**src/rtl/fm_demod_gated.sv**
```systemverilog
// fm_demod_gated: delay-and-multiply FM discriminator with boxcar lowpass,
// saturation, hold-extended range gating and blank-interval/peak measurement.
module fm_demod_gated #(
  parameter int DATA_W   = 12,
  parameter int OUT_W    = 10,
  parameter int DELAY    = 6,
  parameter int AVG_LOG2 = 3,
  parameter int SHIFT    = 14,
  parameter int HOLD_CYC = 400,
  parameter int CNT_W    = 14
) (
  input  logic                     clk,
  input  logic                     rst,
  input  logic                     in_valid,
  input  logic signed [DATA_W-1:0] in_data,
  input  logic signed [OUT_W-1:0]  thr_lo,
  input  logic signed [OUT_W-1:0]  thr_hi,
  input  logic signed [OUT_W-1:0]  blank_value,
  output logic                     out_valid,
  output logic signed [OUT_W-1:0]  out_data,
  output logic signed [OUT_W-1:0]  demod_raw,
  output logic                     overrange,
  output logic [CNT_W-1:0]         interval,
  output logic                     interval_valid,
  output logic signed [OUT_W-1:0]  peak_value,
  output logic                     peak_valid
);
  localparam int PW = 2 * DATA_W;
  localparam int SW = PW + AVG_LOG2;
  localparam int N  = 1 << AVG_LOG2;
  localparam int HW = $clog2(HOLD_CYC + 2);
  localparam logic signed [SW-1:0] SMAX = SW'(2 ** (OUT_W - 1) - 1);
  localparam logic signed [SW-1:0] SMIN = ~SMAX;
  typedef enum logic [1:0] {IDLE, MEAS, PEAK} state_t;
  state_t state, state_n;
  logic [DELAY-1:0][DATA_W-1:0] line;
  logic [N-1:0][PW-1:0] pline;
  logic signed [PW-1:0] p;
  logic signed [SW-1:0] sum, sh;
  logic signed [OUT_W-1:0] s, mx, mx_n;
  logic [HW-1:0] hold;
  logic [CNT_W-1:0] cnt, cnt_n;
  logic v1, v2, oor, ovr, iv, pv;
  always_ff @(posedge clk) begin
    if (rst) begin
      line <= '0;
      p <= '0;
      v1 <= 1'b0;
    end else begin
      v1 <= in_valid;
      if (in_valid) begin
        p <= in_data * $signed(line[DELAY-1]);
        line[0] <= in_data;
        for (int i = 1; i < DELAY; i++) line[i] <= line[i-1];
      end
    end
  end
  // running boxcar: add the newest product, drop the one leaving the window
  always_ff @(posedge clk) begin
    if (rst) begin
      pline <= '0;
      sum <= '0;
      v2 <= 1'b0;
    end else begin
      v2 <= v1;
      if (v1) begin
        sum <= sum + SW'(p) - SW'($signed(pline[N-1]));
        pline[0] <= p;
        for (int i = 1; i < N; i++) pline[i] <= pline[i-1];
      end
    end
  end
  assign sh  = sum >>> SHIFT;
  assign s   = sh > SMAX ? SMAX[OUT_W-1:0] : sh < SMIN ? SMIN[OUT_W-1:0] : sh[OUT_W-1:0];
  assign oor = (s < thr_lo) || (s > thr_hi);
  assign ovr = oor || (hold != '0);
  always_ff @(posedge clk) begin
    if (rst) state <= IDLE;
    else state <= state_n;
  end
  always_comb begin
    state_n = state;
    cnt_n = cnt;
    mx_n = mx;
    iv = 1'b0;
    pv = 1'b0;
    if (v2)
      case (state)
        IDLE: if (ovr) begin
          cnt_n = CNT_W'(1);
          state_n = MEAS;
        end
        MEAS: if (ovr) cnt_n = &cnt ? cnt : cnt + CNT_W'(1);
        else begin
          iv = 1'b1;
          mx_n = s;
          state_n = PEAK;
        end
        PEAK: if (ovr) begin
          pv = 1'b1;
          cnt_n = CNT_W'(1);
          state_n = MEAS;
        end else mx_n = s > mx ? s : mx;
        default: state_n = IDLE;
      endcase
  end
  always_ff @(posedge clk) begin
    if (rst) begin
      out_valid <= 1'b0;
      out_data <= '0;
      demod_raw <= '0;
      overrange <= 1'b0;
      interval <= '0;
      interval_valid <= 1'b0;
      peak_value <= '0;
      peak_valid <= 1'b0;
      hold <= '0;
      cnt <= '0;
      mx <= '0;
    end else begin
      out_valid <= v2;
      interval_valid <= iv;
      peak_valid <= pv;
      cnt <= cnt_n;
      mx <= mx_n;
      if (iv) interval <= cnt;
      if (pv) peak_value <= mx;
      if (v2) begin
        demod_raw <= s;
        overrange <= ovr;
        out_data <= ovr ? blank_value : s;
        hold <= oor ? HW'(HOLD_CYC) : (hold != '0 ? hold - HW'(1) : hold);
      end
    end
  end
endmodule

```
**config.mk**
```make
export PLATFORM = sky130hd
export DESIGN_NAME = fm_demod_gated
export DESIGN_NICKNAME = d
export VERILOG_FILES = /design/src/rtl/fm_demod_gated.sv
export SDC_FILE = /design/constraint.sdc
export NUM_CORES = 1
export LEC_CHECK = 0
export ABC_AREA = 1
export CAP_MARGIN = 20
export CORE_MARGIN = 8
export CORE_UTILIZATION = 50
export DETAILED_ROUTE_END_ITERATION = 10
export PLACE_DENSITY = 0.67
export SLEW_MARGIN = 20
export SYNTH_ARGS = -nofsm -noshare
export SYNTH_HDL_FRONTEND = slang
export SYNTH_SLANG_ARGS = --single-unit
```
**constraint.sdc**
```tcl
create_clock -name clk -period 9.83 [get_ports clk]
set_input_delay 1.966 -clock clk [delete_from_list [all_inputs] [get_ports clk]]
set_output_delay 1.966 -clock clk [all_outputs]
set_load 0.005 [all_outputs]
```
==> impl_metrics.json, run 1 <==
{
  "status": "finished clean",
  "yosysTopAreaCell": "dfxtp_1",
  "tns_ns": 0,
  "die_y_microns": 232,
  "drc": 0,
  "grt-ovfl-total": 0,
  "hpwl_microns": 38300,
  "routed_wl_microns": 53600,
  "die_x_microns": 232,
  "grt_antenna_before_repair": 0,
  "period_share_pct": 72.6,
  "port_buffers": 92,
  "wire_per_inst_microns": 14.4,
  "synth_area_sq_um": 23200,
  "drt-initial-drc-count": 1188,
  "synth-warning-count": 0,
  "fmax_mhz": 140,
  "cp-end-kind": "flop",
  "vias": 18980,
  "placedCellCount": 3657,
  "cts_tree": "built",
  "core_sq_um": 46300,
  "grt_setup_unrepaired": "false",
  "cp-start-kind": "input port",
  "p_leak_uw": 0.0125,
  "critical_path_class": "input port to flop",
  "ys.flop_type": "dfxtp_1",
  "min_path_type": "flop to flop",
  "ys_seq_area_share_pct": 34.5,
  "grt_pass1_wl_microns": 90100,
  "cpMostUsedCell": "inv_1",
  "maxSlewHeadroom_pct": 32.9,
  "cts_hold_buf": 0,
  "synth_cells": 3100,
  "finalHoldViolCount": 0,
  "fin_skew_ns": 0.0342,
  "fin_crit_ns": 7.13,
  "ir_worst_vdd_mv": 0.192,
  "ys_top_cells_by_area": "dfxtp_1 (34%), fa_1 (14%), nor2_1 (9.6%)",
  "drive_above_1_share_pct": 3.96,
  "yosysUniqueCellTypes": 47,
  "final_cell_mix": "nor2_1 (593), inv_1 (512), dfxtp_1 (399)",
  "cts_max_path_buffers": 3,
  "postRouteAntennaNets": 0,
  "drv_slew": 0,
  "r2r_slack_ns": 4.14,
  "arrival_ns": 7.66,
  "clk_latency_ns": 0.59,
  "path_cells": "clkdlybuf4s50_1 > nand2_1 > inv_1 > fa_1 > ha_1 > inv_1 > fa_1 > inv_1 > fa_1 > inv_1 > fa_1 > inv_1 > ha_1 > nand2_1 > nor2_1 > nand4_1 > nor2_1 > nor2_1 > nor3_1 > nor2_1 > or2_2 > nand3_1 > o211ai_1 > inv_1",
  "start_util_pct": 50.2,
  "drt-vias-per-instance": 5.08,
  "ys_ff_latch": 400,
  "worst_pin_slew_ns": 1.01,
  "finalSetupViolCount": 0,
  "setup_ws_ns": 2.70,
  "place_ws_ns": 2.10,
  "syn_avg_cell_area_sq_um": 7.50,
  "ctsResizeCount": 0,
  "grt_pass1_vias": 18898,
  "cts-htree-levels": 2,
  "place.gp.congestion": 0.866,
  "cts_num_sinks": 400,
  "nets": 3415,
  "cp_num_buf_inv": 7,
  "crit_fanout": 13,
  "syn-num-nets": 3419,
  "synth_async_sr_flop_share_pct": 0,
  "groute.usage.overall_pct": 19.9,
  "maxCapViolCount": 0,
  "cts_buffers": 44,
  "grt_start_max_net_pins": 202,
  "io_pins": 93,
  "fillers": 4367,
  "dr.pass1.iters": 6,
  "synth_edf_count": 0,
  "insertedDiodeCount": 0,
  "root_buffer": "clkbuf_16",
  "syn2layout_area_growth_pct": 11.3,
  "crit_slowest_cell": "clkdlybuf4s50_1",
  "power_density_nw_per_um2": 221,
  "required_ns": 10.35,
  "critPathTopFamily": "adder cells",
  "rows": 79,
  "stdcell_count": 3737,
  "cts.clk_slew.worst_paths_ns": 0.06,
  "synth_top_area_share_pct": 34.5,
  "dieArea_sq_um": 53600,
  "post_cts_buffers": 0,
  "max_stage_delay_ns": 0.76,
  "layout_commonest_cell": "nor2_1"
}
-- flip-flops by register name (all words and copies together) (netlist names) --
signal / cells
state: 2
cnt: 14
overrange: 1
peak_value: 10
pline: 192
v2: 1
line: 72
peak_valid: 1
p: 24
interval: 14
hold: 9
v1: 1
out_data: 10
interval_valid: 1
mx: 10
demod_raw: 10
out_valid: 1
sum: 27
-- synth_stat cells (all sizes together) (2+ instances only) --
library cell    n
nor3           17
o21ai         371
o21a            4
ha            110
clkbuf        136
o31ai           2
a31oi           4
or2             6
nand3          58
dfxtp         400
nor2          596
inv           518
and2            3
a21oi         190
xnor2          19
a21o            4
nand4          19
buf            17
a31o            3
o211ai         16
nand2         394
o21bai          6
xor2           32
nor4            4
fa            164
-- logic make-up (layout without fill, tap and decap cells) --
| logic type | Yosys count | after routing | share of synthesized area [%] |
|---|---|---|---|
| buffers and inverters | 671 | 701 | 11.1 |
| DFF | 400 | 400 | 34.5 |
| AOI/OAI and AO/OA | 604 | 604 | 13.5 |
| adders and majority gates | 274 | 274 | 20.1 |
| and+or+nand+nor | 1100 | 1100 | 19.0 |
| xor gates and xnor gates | 51 | 51 | 1.92 |
-- worst register-to-register path, delay by kind of cell, from the launching register on --
family | cells | cell delay, ns
DFF | 1 | 0.72
buffers and inverters | 6 | 0.46
adders and majority gates | 6 | 3.15
AOI/OAI and AO/OA | 2 | 0.51
xor gates and xnor gates | 1 | 0.11
and+or+nand+nor | 4 | 0.65
-- path summary, 6_finish.rpt --
check           endpoint        start  cells after the start
min          interval[7]  interval[7]                      2
max reg2reg        p[23]     line[63]                     19
max                p[19]  in_data[11]                     24
min reg2reg  interval[7]  interval[7]                      2
-- stage by stage --
stage                     instance area, sq um  hold WS, ns  util (%)  total power (uW)
after global placement                   24400        0.432      52.7              4020
after detailed placement                 24400        0.437      52.7              4060
after global routing                     25900        0.466      55.9              6150
after floorplan                          23200        0.437         -              3480
after CTS                                25900        0.446      55.9              5770
final                                    25900        0.441      55.9              5710
-- power by group --
group | leakage (uW) | switching (uW) | internal (uW)
clock network | 0.000731 | 690 | 987
logic | 0.00852 | 1410 | 792
registers | 0.00329 | 80.0 | 1750
total | 0.0125 | 2180 | 3530
-- layer usage --
metal	wire, microns	track usage (%)	vias to the layer above
met2	25700	34.9	381
met3	2450	3.11	97
met5	0	0	-
met4	1720	7.48	0
met1	23800	24.5	8919
li1	-	-	9583
-- area by class of cell --
type | count | area (sq um) | share of cell area [%]
multi-input cells | 2029 | 12600 | 48.9
inverters | 518 | 1960 | 7.56
clock buffers | 58 | 1250 | 4.85
flip-flops and latches | 400 | 8010 | 31.0
clock inverters | 22 | 246 | 0.953
well taps | 607 | 759 | 2.94
repair buffers | 103 | 997 | 3.85
No activity file was read; power rests on OpenSTA's default activity.
==> run 2: changes to the inputs <==
Clock period 9.83 ns to 6.9 ns, I/O delays scaled along.
==> impl_metrics.json, run 2 (synthesis gave the netlist of run 1 again) <==
{
  "multi_input_area_sq_um": 12600,
  "worstSetupStartpoint": "in_data[11]",
  "grt_pass1_vias": 18900,
  "holdWs_ns": 0.442,
  "placed_area_sq_um": 24700,
  "vias": 19214,
  "maxCapViolCount": 0,
  "rows": 79,
  "drt-vias-per-instance": 5.09,
  "crit_fanout": 12,
  "cpMostUsedCell": "fa_1",
  "cp-end-kind": "flop",
  "final_area_sq_um": 26200,
  "cts_max_path_buffers": 3,
  "clk_latency_ns": 0.56,
  "ctsResizeCount": 0,
  "drc": 0,
  "postRouteAntennaNets": 0,
  "io_pins": 93,
  "insertedDiodeCount": 0,
  "cts.clk_slew.worst_paths_ns": 0.06,
  "hold_path_startpoint": "interval[7]",
  "routed_wl_microns": 55400,
  "grt_pass1_wl_microns": 92200,
  "max_stage_delay_ns": 0.71,
  "period_share_pct": 92.0,
  "top_regs": "pline x192, line x72, sum x27",
  "start_util_pct": 50.2,
  "place_ws_ns": 0.0285,
  "fmax_mhz": 157,
  "fin_skew_ns": 0.0229,
  "cts_tree": "built",
  "nets": 3452,
  "fin_crit_ns": 6.35,
  "timing.rr.start": "line[63]",
  "cts_hold_buf": 0,
  "wire_per_inst_microns": 14.7,
  "largest_reg_flops": 192,
  "regArea_sq_um": 8010,
  "arrival_ns": 6.86,
  "grt_antenna_before_repair": 0,
  "post_cts_buffers": 0,
  "root_buffer": "clkbuf_16",
  "place.gp.congestion": 0.928,
  "syn2layout_area_growth_pct": 12.6,
  "core_sq_um": 46300,
  "required_ns": 7.41,
  "status": "finished clean",
  "finalHoldViolCount": 0,
  "dieArea_sq_um": 53600,
  "hpwl_microns": 39900,
  "crit_slowest_cell": "clkdlybuf4s50_1",
  "min_path_type": "flop to flop",
  "drv_slew": 0,
  "ir_worst_vdd_mv": 0.226,
  "power.total_uw": 8230,
  "port_buffers": 92,
  "grt_setup_unrepaired": "false",
  "path_cells": "clkdlybuf4s50_1 > nand2_1 > buf_4 > fa_1 > inv_1 > fa_1 > fa_1 > fa_1 > inv_1 > fa_1 > inv_1 > ha_1 > nand2_1 > nor2_1 > nand4_1 > nor2_1 > nor2_1 > nor3_1 > nor2_1 > or2_2 > nand3_1 > o211ai_1 > inv_1",
  "cp-start-kind": "input port",
  "fillers": 4354,
  "grt_start_max_net_pins": 129,
  "drt-initial-drc-count": 1185,
  "largest_register": "pline",
  "groute.usage.overall_pct": 20.4,
  "grt-ovfl-total": 0,
  "dr.pass1.iters": 6,
  "cts_buffers": 44,
  "cts-htree-levels": 2,
  "critical_path_class": "input port to flop",
  "cts_num_sinks": 400,
  "die_y_microns": 232,
  "worst_pin_slew_ns": 0.911,
  "final_cell_mix": "nor2_1 (593), inv_1 (512), dfxtp_1 (399)",
  "layout_commonest_cell": "nor2_1",
  "maxSlewHeadroom_pct": 39.2,
  "finalSetupViolCount": 0,
  "power_density_nw_per_um2": 315,
  "drive_above_1_share_pct": 5.02,
  "tns_ns": 0,
  "setup_ws_ns": 0.549,
  "p_leak_uw": 0.0127,
  "die_x_microns": 232
}
run 2: changes by cell type in the layout (fill, tap and decap cells not counted), sizes merged:
cell / before / now
buf: 13 / 50
bufinv: 3 / 4
clkbuf: 58 / 59
clkinv: 14 / 11
clkinvlp: 4 / 2
inv: 519 / 520
run 2: metrics by stage:
step	util [%]	cells
after global placement	53.3	3694
after floorplan	-	3100
final	56.5	3772
after global routing	56.5	3772
after CTS	56.5	3772
after detailed placement	53.3	3694
run 2: power breakdown:
group	total [uW]	switching, uW	internal [uW]
clock	2380	939	1440
combinational	3240	2050	1190
sequential	2610	117	2490
run 2: final timing paths:
path	to	slack [ns]	cells after the start
setup reg to reg	p[19]	1.29	22
setup / recovery	p[19]	0.55	23
hold / removal	interval[7]	0.44	2
hold reg to reg	interval[7]	0.44	2
run 2: area by class of cell:
cell class | instances | share of cell area (%)
timing repair buffer | 140 | 4.96
clock inverter | 19 | 0.823
clock buffer | 59 | 4.85
inverter | 518 | 7.48
tap | 607 | 2.90
sequential | 400 | 30.6
multi-input combinational | 2029 | 48.4
run 2: worst max-delay path, delay by kind of cell:
| kind | cells | cell delay [ns] |
|---|---|---|
| AOI/OAI and AO/OA | 1 | 0.09 |
| and+or+nand+nor | 10 | 1.35 |
| buffers and inverters | 6 | 1.12 |
| adders and majority gates | 6 | 2.90 |
run 2: metal layers:
metal  global-route usage, %  up-vias  wire length, microns
li1                        -     9662                     -
met1                    25.5     9103                 24500
met2                    36.3      370                 27100
met3                    2.92       79                  2420
met5                       0        -                     0
met4                    5.51        0                  1300
==> run 3: changes to the inputs <==
Settings changed: ABC_AREA 1 to not set, HOLD_SLACK_MARGIN set to 0.06.
==> impl_metrics.json, run 3 <==
{
  "clk_latency_ns": 0.58,
  "power_switching_uw": 2310,
  "groute.usage.overall_pct": 17.5,
  "final_cell_mix": "nor2_1 (415), dfxtp_1 (398), mux2i_1 (339)",
  "die_x_microns": 230,
  "finalHoldViolCount": 0,
  "combPwrFrac_pct": 31.8,
  "io_pins": 93,
  "grt_start_max_net_pins": 138,
  "fin_skew_ns": 0.0180,
  "nets": 2832,
  "setup_ws_ns": 0.484,
  "cp-end-kind": "flop",
  "fin_crit_ns": 6.42,
  "hold_depth": 2,
  "grt-ovfl-total": 0,
  "wire_per_inst_microns": 15.0,
  "start_util_pct": 50.4,
  "drc": 0,
  "cts_tree": "built",
  "cts.clk_slew.worst_paths_ns": 0.06,
  "synth_cells": 2454,
  "maxSlewHeadroom_pct": 26.5,
  "final_area_sq_um": 25900,
  "synth_top_family_by_area": "adder cells",
  "ys_seq_area_share_pct": 35.1,
  "insertedDiodeCount": 0,
  "finalSetupViolCount": 0,
  "yosysMostFrequentCell": "nor2_1",
  "largest_reg_flops": 192,
  "layout_commonest_cell": "nor2_1",
  "core_sq_um": 45200,
  "maxCapViolCount": 0,
  "vias": 16133,
  "fmax_mhz": 156,
  "p_leak_uw": 0.0114,
  "pwr-share-clk_pct": 33.6,
  "synth_async_sr_flop_share_pct": 0,
  "p_int_uw": 4820,
  "period_share_pct": 93.0,
  "postRouteAntennaNets": 0,
  "seq_power_share_pct": 34.6,
  "synth_xor_area_share_pct": 2.23,
  "dieArea_sq_um": 52700,
  "routed_wl_microns": 47200,
  "syn2layout_area_growth_pct": 13.4,
  "syn_avg_cell_area_sq_um": 9.29,
  "grt_antenna_before_repair": 0,
  "crit_fanout": 7,
  "ys.flop_type": "dfxtp_1",
  "grt_pass1_vias": 15947,
  "post_cts_buffers": 0,
  "power_density_nw_per_um2": 276,
  "required_ns": 7.38,
  "syn-num-nets": 2773,
  "cts-htree-levels": 2,
  "largest_register": "pline",
  "yosysUniqueCellTypes": 60,
  "reg2regPathDepth": 19,
  "drv_slew": 0,
  "yosysTopAreaCell": "dfxtp_1",
  "cts_hold_buf": 0,
  "ir_worst_vdd_mv": 0.187,
  "rows": 78,
  "synth-warning-count": 0,
  "synth_area_sq_um": 22800,
  "ys_ff_latch": 400,
  "drt-vias-per-instance": 5.13,
  "yosys.area_share.simple_pct": 13.9,
  "synth_edf_count": 0,
  "min_path_type": "flop to flop",
  "dr.pass1.iters": 6,
  "muxShareOfSynthArea_pct": 14.9,
  "critical_path_class": "input port to flop",
  "ctsResizeCount": 0,
  "grt_setup_unrepaired": "false",
  "ys_top_cells_by_count": "nor2_1 (415), dfxtp_1 (400), mux2i_1 (339), inv_1 (318), fa_1 (164)",
  "cp-start-kind": "input port",
  "root_buffer": "clkbuf_16",
  "synth_top_area_share_pct": 35.1,
  "cts_buffers": 43,
  "p_sw_share_pct": 32.4,
  "place_ws_ns": -0.0436,
  "drive_above_1_share_pct": 5.07,
  "placed_area_sq_um": 24400,
  "hpwl_microns": 34200,
  "port_buffers": 92,
  "arrival_ns": 6.89,
  "ys_top_cells_by_area": "dfxtp_1 (35%), mux2i_1 (15%), fa_1 (14%)",
  "die_y_microns": 230,
  "status": "finished clean",
  "synth-adder-area-share_pct": 20.4,
  "worst_pin_slew_ns": 1.10,
  "place.gp.congestion": 0.878,
  "top_regs": "pline x192, line x72, sum x27",
  "drt-initial-drc-count": 715,
  "grt_pass1_wl_microns": 78300,
  "synth_compound_area_share_pct": 5.97,
  "cts_num_sinks": 400,
  "cts_max_path_buffers": 3
}
-- run 3: metrics by stage --
| step | setup TNS, ns | utilization (%) | cells | total power (uW) | hold slack, ns |
|---|---|---|---|---|---|
| floorplan | 0 | - | 2454 | 4240 | 0.441 |
| global placement | -0.00238 | 53.9 | 3067 | 4730 | 0.450 |
| detailed placement | -0.0947 | 53.9 | 3068 | 4780 | 0.458 |
| CTS | 0 | 57.2 | 3144 | 7220 | 0.467 |
| global route | 0 | 57.2 | 3144 | 7570 | 0.496 |
| finish | 0 | 57.2 | 3144 | 7140 | 0.464 |
-- run 3: layout make-up --
cell class              count  area, sq um
fillers                  3995        19300
multi-input cells        1610        13100
flip-flops and latches    400         8010
repair buffers            137         1290
inverters                 321         1200
clock buffers              58         1200
well taps                 600          751
clock inverters            18          288
-- run 3: cells by family after synthesis --
logic type,after synthesis
AND/OR/NAND/NOR,726
XOR/XNOR,58
adder cells (fa/ha/maj),274
multiplexers,340
AO/OA/AOI/OAI,212
flip-flops,400
buffers and inverters,444
-- run 3: final timing paths --
path	from	slack [ns]	endpoint
max	in_data[11]	0.48	p[23]
min reg2reg	hold[1]	0.46	hold[1]
max reg2reg	line[71]	1.18	p[23]
min	hold[1]	0.46	hold[1]
-- run 3: per-layer routing --
metal	up-vias	global-route usage, %	routed length [microns]
met5	-	0	0
met4	0	5.56	1210
met3	82	2.63	1820
met2	274	30.2	22600
met1	7752	22.4	21600
li1	8025	-	-
-- run 3: worst max-delay path: stages --
cell and delay [ns]:
clkdlybuf4s50_1 0.57, buf_4 0.24, nand2_1 0.09, inv_1 0.10, fa_1 0.56, fa_1 0.44
fa_1 0.52, fa_1 0.54, inv_1 0.06, fa_1 0.53, inv_1 0.04, ha_1 0.32
nand3_1 0.12, o22ai_1 0.18, nor2_1 0.07, o31ai_1 0.07, o21a_1 0.19, a41o_1 0.22
nor4_1 0.06, or4_1 0.51, o311ai_1 0.08
-- run 3: power groups by stage --
stage,sequential [uW],clock [uW],combinational (uW)
5_1_grt,2480,2570,2530
3_5_place_dp,2520,0,2260
3_3_place_gp,2520,0,2210
6_report,2470,2400,2270
2_1_floorplan,2480,0,1760
4_1_cts,2470,2470,2270
